### src/rtl/mcu_dispatch_ctrl.sv
// ---------------------------------------------------------------------------
// mcu_dispatch_ctrl
//
// Dispatch and stall controller for N_UNITS multi-cycle execution units
// (e.g. fast FPU, slow FPU). Each unit has its own IDLE/BUSY/DONE FSM:
//   IDLE -> BUSY : the instruction in EX targets this unit, it is the
//                  lowest-index target this cycle, the unit's (stale) valid
//                  is low and the cache is not stalling. A one-cycle start
//                  strobe is sent to the unit in that same cycle.
//   BUSY -> DONE : the unit's result valid is sampled high, or the per-unit
//                  timeout counter reaches all-ones first (sticky tmo_err).
//   DONE -> IDLE : EX advances (no hold_ext, no cache_stall).
// The pipeline (F/D/E) is stalled in the issue cycle and in every BUSY cycle;
// a bubble is pushed into MEM for exactly the same cycles.
//
// Handshake: unit_en_pulse[i] is a single-cycle start command with no ready;
// unit_valid[i] is a level that is only honoured while unit i is BUSY. A
// level still high in IDLE or DONE is a stale result and is ignored.
//
// Ports
//   clk            clock
//   rst            synchronous active-high reset
//   dispatch_e     [N_UNITS]  instruction in EX targets unit i
//   unit_valid     [N_UNITS]  unit i result valid (level)
//   cache_stall    memory-stage cache stall (blocks issue only)
//   hold_ext       other EX-register hold sources (lw/in/out stall)
//   unit_en_pulse  [N_UNITS]  one-cycle start strobe to unit i
//   busy           [N_UNITS]  unit i is in BUSY
//   mcu_stall      stall F/D/E
//   flush_m        bubble into MEM (same as mcu_stall)
//   tmo_err        [N_UNITS]  sticky timeout flag, cleared only by rst
//   dbg_state      [2*N_UNITS] FSM state of unit i in bits [2*i+1:2*i]
// ---------------------------------------------------------------------------
module mcu_dispatch_ctrl #(
  parameter int N_UNITS = 2,
  parameter int TMO_W   = 8
) (
  input  logic                   clk,
  input  logic                   rst,
  input  logic [N_UNITS-1:0]     dispatch_e,
  input  logic [N_UNITS-1:0]     unit_valid,
  input  logic                   cache_stall,
  input  logic                   hold_ext,
  output logic [N_UNITS-1:0]     unit_en_pulse,
  output logic [N_UNITS-1:0]     busy,
  output logic                   mcu_stall,
  output logic                   flush_m,
  output logic [N_UNITS-1:0]     tmo_err,
  output logic [2*N_UNITS-1:0]   dbg_state
);

  localparam logic [1:0] S_IDLE = 2'd0;
  localparam logic [1:0] S_BUSY = 2'd1;
  localparam logic [1:0] S_DONE = 2'd2;

  localparam logic [TMO_W-1:0] CNT_MAX = '1;

  logic [N_UNITS-1:0] sel;
  logic [N_UNITS-1:0] issue;
  logic [N_UNITS-1:0] busy_st;

  // Only the lowest-index requested unit may issue; higher requests are
  // simply not served this cycle.
  always_comb begin
    logic found;
    sel   = '0;
    found = 1'b0;
    for (int i = 0; i < N_UNITS; i++) begin
      if (dispatch_e[i] && !found) begin
        sel[i] = 1'b1;
        found  = 1'b1;
      end
    end
  end

  for (genvar i = 0; i < N_UNITS; i++) begin : g_unit
    logic [1:0]       state_q;
    logic [TMO_W-1:0] cnt_q;
    logic [TMO_W-1:0] cnt_inc;
    logic             tmo_q;

    assign cnt_inc = cnt_q + 1'b1;

    // Issue is qualified with rst so no strobe leaves while reset is held.
    assign issue[i] = (state_q == S_IDLE) & sel[i] & ~unit_valid[i] &
                      ~cache_stall & ~rst;

    assign busy_st[i] = (state_q == S_BUSY) & ~rst;

    always_ff @(posedge clk) begin
      if (rst) begin
        state_q <= S_IDLE;
        cnt_q   <= '0;
        tmo_q   <= 1'b0;
      end else begin
        case (state_q)
          S_IDLE: begin
            if (issue[i]) begin
              state_q <= S_BUSY;
              cnt_q   <= '0;
            end
          end
          S_BUSY: begin
            if (cnt_q != CNT_MAX) cnt_q <= cnt_inc;
            // A valid in the same cycle as the timeout hit takes priority.
            if (unit_valid[i]) begin
              state_q <= S_DONE;
            end else if (cnt_inc == CNT_MAX) begin
              state_q <= S_DONE;
              tmo_q   <= 1'b1;
            end
          end
          S_DONE: begin
            if (!hold_ext && !cache_stall) state_q <= S_IDLE;
          end
          default: state_q <= S_IDLE;
        endcase
      end
    end

    assign tmo_err[i]           = tmo_q;
    assign dbg_state[2*i +: 2]  = state_q;
  end

  assign unit_en_pulse = issue;
  assign busy          = busy_st;
  assign mcu_stall     = (|issue) | (|busy_st);
  assign flush_m       = mcu_stall;

endmodule
### config.mk
export PLATFORM = sky130hd
export DESIGN_NAME = mcu_dispatch_ctrl
export DESIGN_NICKNAME = d
export VERILOG_FILES = /design/src/rtl/mcu_dispatch_ctrl.sv
export SDC_FILE = /design/constraint.sdc
export NUM_CORES = 1
export LEC_CHECK = 0
export CAP_MARGIN = 20
export CELL_PAD_IN_SITES_DETAIL_PLACEMENT = 0
export CELL_PAD_IN_SITES_GLOBAL_PLACEMENT = 2
export CORE_UTILIZATION = 33
export DETAILED_ROUTE_END_ITERATION = 7
export GPL_ROUTABILITY_DRIVEN = 0
export GPL_TIMING_DRIVEN = 0
export PLACE_DENSITY_LB_ADDON = 0.1
export SYNTH_ARGS = -nofsm -noshare
export SYNTH_HDL_FRONTEND = slang
export SYNTH_SLANG_ARGS = --single-unit
### constraint.sdc
create_clock -name clk -period 3.81 [get_ports clk]
set_input_delay 0.762 -clock clk [delete_from_list [all_inputs] [get_ports clk]]
set_output_delay 0.762 -clock clk [all_outputs]
set_load 0.02 [all_outputs]
==> results of run 1 <==
==> state kept, by name (all words and copies together), names as in the netlist <==
signal,flops
g_unit.cnt_q,16
g_unit.state_q,4
g_unit.tmo_q,2
==> worst max-delay path, delay by kind of cell <==
family                 cells  cell delay, ns
buffers and inverters      3            1.13
and+or+nand+nor            3            1.00
==> per-stage QoR <==
| step | area [um^2] | instances |
|---|---|---|
| 6_report | 1610 | 235 |
| 5_1_grt | 1610 | 235 |
| 4_1_cts | 1590 | 232 |
| 3_5_place_dp | 1530 | 228 |
| 3_3_place_gp | 1530 | 228 |
| 2_1_floorplan | 1280 | 161 |
==> worst paths after layout <==
path	endpoint	slack, ns	cells after the start
max	mcu_stall	0.15	6
min	g_unit[1].cnt_q[7]	0.46	1
max reg2reg	g_unit[0].cnt_q[2]	1.76	8
min reg2reg	g_unit[1].cnt_q[7]	0.46	1
==> logic make-up after synthesis <==
family | count (synthesis) | synth area share
muxes | 1 | 0.00784
DFF | 22 | 0.345
buffers and inverters | 17 | 0.0627
AOI/OAI and AO/OA | 42 | 0.212
xor gates and xnor gates | 3 | 0.0206
adders and majority gates | 4 | 0.0392
and+or+nand+nor | 72 | 0.313
==> repair_timing <==
item | CTS | global route
pin swaps | 0 | 1
buffers inserted | 0 | 3
gates resized for setup | 1 | 1
hold buffers | 0 | 0
endpoints found under the setup margin | 1 | 2
==> metal layers <==
metal | vias up | part of all wire | global-route usage
met3 | 4 | 0.018 | 0.0268
li1 | 634 | - | -
met2 | 11 | 0.52 | 0.295
met5 | - | 0 | 0
met4 | 0 | 0.015 | 0.0778
met1 | 583 | 0.45 | 0.178
==> layout by cell type, fill, tap and decap left out, types with 5 or more instances in the layout <==
master           synthesis  routed
dfxtp_1                 22      22
nor2_1                  19      19
clkdlybuf4s50_1          0      18
nand2_1                 15      15
a21oi_1                 12      12
o21ai_0                  8       8
buf_4                    3       6
inv_1                    5       5
clkbuf_1                 5       5
a31oi_1                  5       5
==> power by group <==
group          internal (W)  switching, W   total, W
clock network     0.0000922     0.0000783   0.000170
logic             0.0000221     0.0000265  0.0000486
registers          0.000232    0.00000255   0.000234
==> area by class of cell <==
type / count / area (um^2) / area share
clock buffer: 4 / 55.1 / 0.0341
inverter: 5 / 18.8 / 0.0116
sequential: 22 / 440 / 0.273
buffer: 12 / 61.3 / 0.0380
multi-input combinational: 122 / 762 / 0.472
timing repair buffer: 22 / 215 / 0.133
tap: 48 / 60.1 / 0.0372
==> flow_summary.yaml, run 1 <==
layout:
  fin_util: 0.437
  area_delta_synth_final_pct: 26.4
  layout-drive-gt1-share: 0.118
  n_antenna_cell: 0
  nFillCells: 398
  nets: 200
power:
  ir_worst_vdd_v: 0.000130
  power_w: 0.000453
  pwr_density_cell_nw_per_um2: 281
  p_leak_nw: 0.572
global_route:
  antenna_found_initial: 0
  grt_pass1_vias: 1121
  grt_max_degree: 13
  grt_usage: 0.161
  grt_pass1_wl_mm: 5.04
  overflow: 0
timing:
  clock.fmax_mhz: 274
  fin_ws_ns: 0.154
  period_share: 0.959
  hold_viol: 0
  finalSetupViolCount: 0
  skew_ns: 0.00195
  slew_violations: 0
  rsz0062_at_grt: "no"
  finalSetupTns_ns: 0
  tightest_slew_ns: 0.528
  slew_headroom: 0.648
  fin_crit_ns: 3.66
  whs_ns: 0.463
routing:
  routed_via_density: 5.24
  vias: 1232
  drt-initial-drc-count: 43
  route.detailed.drc: 0
  wl_per_cell_um: 13.2
  firstDrtPassIters: 4
  wl_mm: 3.10
  ant_nets: 0
yosys:
  synth_edf_count: 0
  synth.top_cells.by_area: "dfxtp_1 35%, nor2_1 5.6%, a21oi_1 4.7%"
  syn-num-nets: 173
  avgSynthCellArea_um2: 7.93
  post_synth_inst_count: 161
  yosys.area.top_type_share: 0.345
  yosys-top-cells-count: "22 x dfxtp_1, 19 x nor2_1, 15 x nand2_1"
  ys.flop_type: "dfxtp_1"
  post-synth-top-count-cell: "dfxtp_1"
  yosys_warnings: 0
  synth_area_um2: 1280
  yosysUniqueCellTypes: 48
  ys_seq_elements: 22
  yosysSeqAreaShare: 0.345
  postSynth.asyncResetShare: 0
  yosysTopAreaCell: "dfxtp_1"
floorplan:
  die_area_um2: 4120
  die_width_um: 64.2
  num_rows: 22
  core_um2: 3690
  die_h_um: 64.2
  start_util: 0.346
  io_pins: 20
clocking:
  cts_max_path_buffers: 2
  insertion_delay_ns: 0.26
  cts.sinks: 22
  cts_max_level: 1
  clk_pin_slew_ns: 0.08
  cts_root_buffer: "clkbuf_8"
  cts_tree: "done"
  numCtsBuffers: 3
critical_path:
  slowest_stage: "clkdlybuf4s50_1"
  crit_fanout: 4
  cp-start-kind: "input pin"
  worstPathRequired_ns: 3.05
  worstPathCellList: "clkdlybuf4s50_1 > or4b_1 > nor3_4 > or3_1 > buf_4 > clkdlybuf4s50_1"
  critPathLaunch: "unit_valid[0]"
  cp_common_cell: "clkdlybuf4s50_1"
  cp-end-kind: "primary output"
  max_stage_delay_ns: 0.59
  critPathKind: "input pin to primary output"
  cp.arrival_ns: 2.89
  regToRegStartpoint: "g_unit[0].cnt_q[1]"
placed_design:
  io_buffers: 19
  dp_hpwl_mm: 2.23
  pre_cts_ws_ns: -0.0197
min_path:
  min-delay-start: "g_unit[1].cnt_q[7]"
  holdCritPathClass: "flip-flop to flip-flop"
run:
  maxCapViolations: 0
outcome:
  outcome: "finished, final reports clean"
No activity file was read; power rests on OpenSTA's default activity.
==> inputs of run 2 (changes only) <==
--- a/config.mk
+++ b/config.mk
@@ -8,6 +8,7 @@
 export CAP_MARGIN = 20
 export CELL_PAD_IN_SITES_DETAIL_PLACEMENT = 0
 export CELL_PAD_IN_SITES_GLOBAL_PLACEMENT = 2
+export CORE_MARGIN = 2
 export CORE_UTILIZATION = 33
 export DETAILED_ROUTE_END_ITERATION = 7
 export GPL_ROUTABILITY_DRIVEN = 0
==> run 2 against run 1 <==
  * Sequential cell count stayed put
  * Cell count stayed put
  * Combinational power hardly changed
  * Critical path depth is 1 lower
  * Clock power is 30% higher
  * Power is 11% higher
==> flow_summary.yaml, run 2 (synthesis gave the netlist of run 1 again) <==
run:
  maxCapViolations: 0
layout:
  largestRegisters: "g_unit.cnt_q: 16 flops, g_unit.state_q: 4 flops, g_unit.tmo_q: 2 flops"
  area_delta_synth_final_pct: 27.7
  layout-drive-gt1-share: 0.123
  stdcell_area_um2: 1630
  layout_commonest_cell: "dfxtp_1"
  n_antenna_cell: 0
  nets: 200
  final_cell_mix: "22 x dfxtp_1, 19 x nor2_1, 18 x clkdlybuf4s50_1"
  top_register: "g_unit.cnt_q"
  largest_reg_flops: 16
critical_path:
  slowest_stage: "or4b_1"
  cp-end-kind: "primary output"
  cp-start-kind: "input pin"
  crit_fanout: 5
  cp.arrival_ns: 2.95
  worstPathCellList: "clkdlybuf4s50_1 > or4b_1 > nor3_4 > or3_1 > clkdlybuf4s50_1"
  worstPathRequired_ns: 3.05
  max_stage_delay_ns: 0.61
  critPathKind: "input pin to primary output"
  cp_common_cell: "clkdlybuf4s50_1"
timing:
  hold_viol: 0
  skew_ns: 0.00161
  finalSetupTns_ns: 0
  whs_ns: 0.466
  clock.fmax_mhz: 269
  period_share: 0.975
  finalSetupViolCount: 0
  rsz0062_at_grt: "no"
  tightest_slew_ns: 0.479
  slew_violations: 0
  fin_crit_ns: 3.71
  slew_headroom: 0.681
floorplan:
  die_area_um2: 4380
  die_width_um: 66.2
  start_util: 0.346
  io_pins: 20
  core_um2: 3690
  die_h_um: 66.2
  num_rows: 22
power:
  ir_worst_vdd_v: 0.000176
  power_w: 0.000504
  pwr_density_cell_nw_per_um2: 309
  p_leak_nw: 0.589
global_route:
  grt_usage: 0.158
  grt_max_degree: 14
  antenna_found_initial: 0
  overflow: 0
  grt_pass1_vias: 1162
  grt_pass1_wl_mm: 5.28
clocking:
  insertion_delay_ns: 0.26
  numCtsBuffers: 3
  clk_pin_slew_ns: 0.08
  cts_root_buffer: "clkbuf_8"
  cts_max_path_buffers: 2
  cts_tree: "done"
  cts_max_level: 1
  cts.sinks: 22
placed_design:
  place_area_um2: 1530
  dp_hpwl_mm: 2.27
  io_buffers: 19
routing:
  firstDrtPassIters: 4
  wl_mm: 3.08
  vias: 1236
  wl_per_cell_um: 13.1
  drt-initial-drc-count: 23
  route.detailed.drc: 0
  ant_nets: 0
  routed_via_density: 5.26
outcome:
  outcome: "finished, final reports clean"
min_path:
  holdCritPathClass: "flip-flop to flip-flop"
## run 2: cell types whose count changed in the layout (fill, tap and decap cells not counted), sizes merged
cell,previous run,this run
bufinv,0,1
clkbuf,10,9
## run 2: area by class of cell
type,instances,area (um^2)
plain buffers,12,62.6
clock buffers,3,41.3
clock inverters,1,30.0
fillers,397,2060
inverters,5,18.8
multi-input cells,122,762
flip-flops and latches,22,440
well taps,48,60.1
repair buffers,22,215
## run 2: critical path: cells and delay by family
family	cells	cell delay (ns)
buffers and inverters	2	1.14
and+or+nand+nor	3	1.05
## run 2: metal layers
layer / vias to the layer above / global-route usage / wire (um)
li1: 630 / - / -
met1: 591 / 0.182 / 1350
met2: 13 / 0.285 / 1640
met3: 2 / 0.0409 / 71
met4: 0 / 0.0485 / 22
met5: - / 0 / 0
## run 2: report_power, final
group | leakage [nW] | total, W | switching [W] | internal [W]
clock network | 0.0357 | 0.000221 | 0.0000804 | 0.000140
registers | 0.177 | 0.000234 | 0.00000258 | 0.000232
logic | 0.376 | 0.0000486 | 0.0000264 | 0.0000222
## run 2: through the flow
stage | setup WS (ns) | utilization | std cells
floorplan | 0.887 | - | 161
global placement | -0.0256 | 0.414 | 228
detailed placement | -0.0247 | 0.414 | 228
CTS | 0.0148 | 0.435 | 232
global route | 0.0424 | 0.442 | 235
finish | 0.0953 | 0.442 | 235
## run 2: path summary, 6_finish.rpt
kind | end | startpoint | slack (ns) | cells after the start
setup / recovery | flush_m | rst | 0.1 | 5
hold / removal | g_unit[1].cnt_q[7] | g_unit[1].cnt_q[7] | 0.47 | 1
setup reg to reg | g_unit[0].cnt_q[2] | g_unit[0].cnt_q[1] | 1.76 | 8
hold reg to reg | g_unit[1].cnt_q[7] | g_unit[1].cnt_q[7] | 0.47 | 1
## run 2: repair_timing
| item | in CTS | in global routing |
|---|---|---|
| pin swaps | 0 | 1 |
| gates resized for setup | 1 | 3 |
| setup endpoints to repair | 1 | 2 |
| hold buffers | 0 | 0 |
| buffers inserted | 0 | 3 |
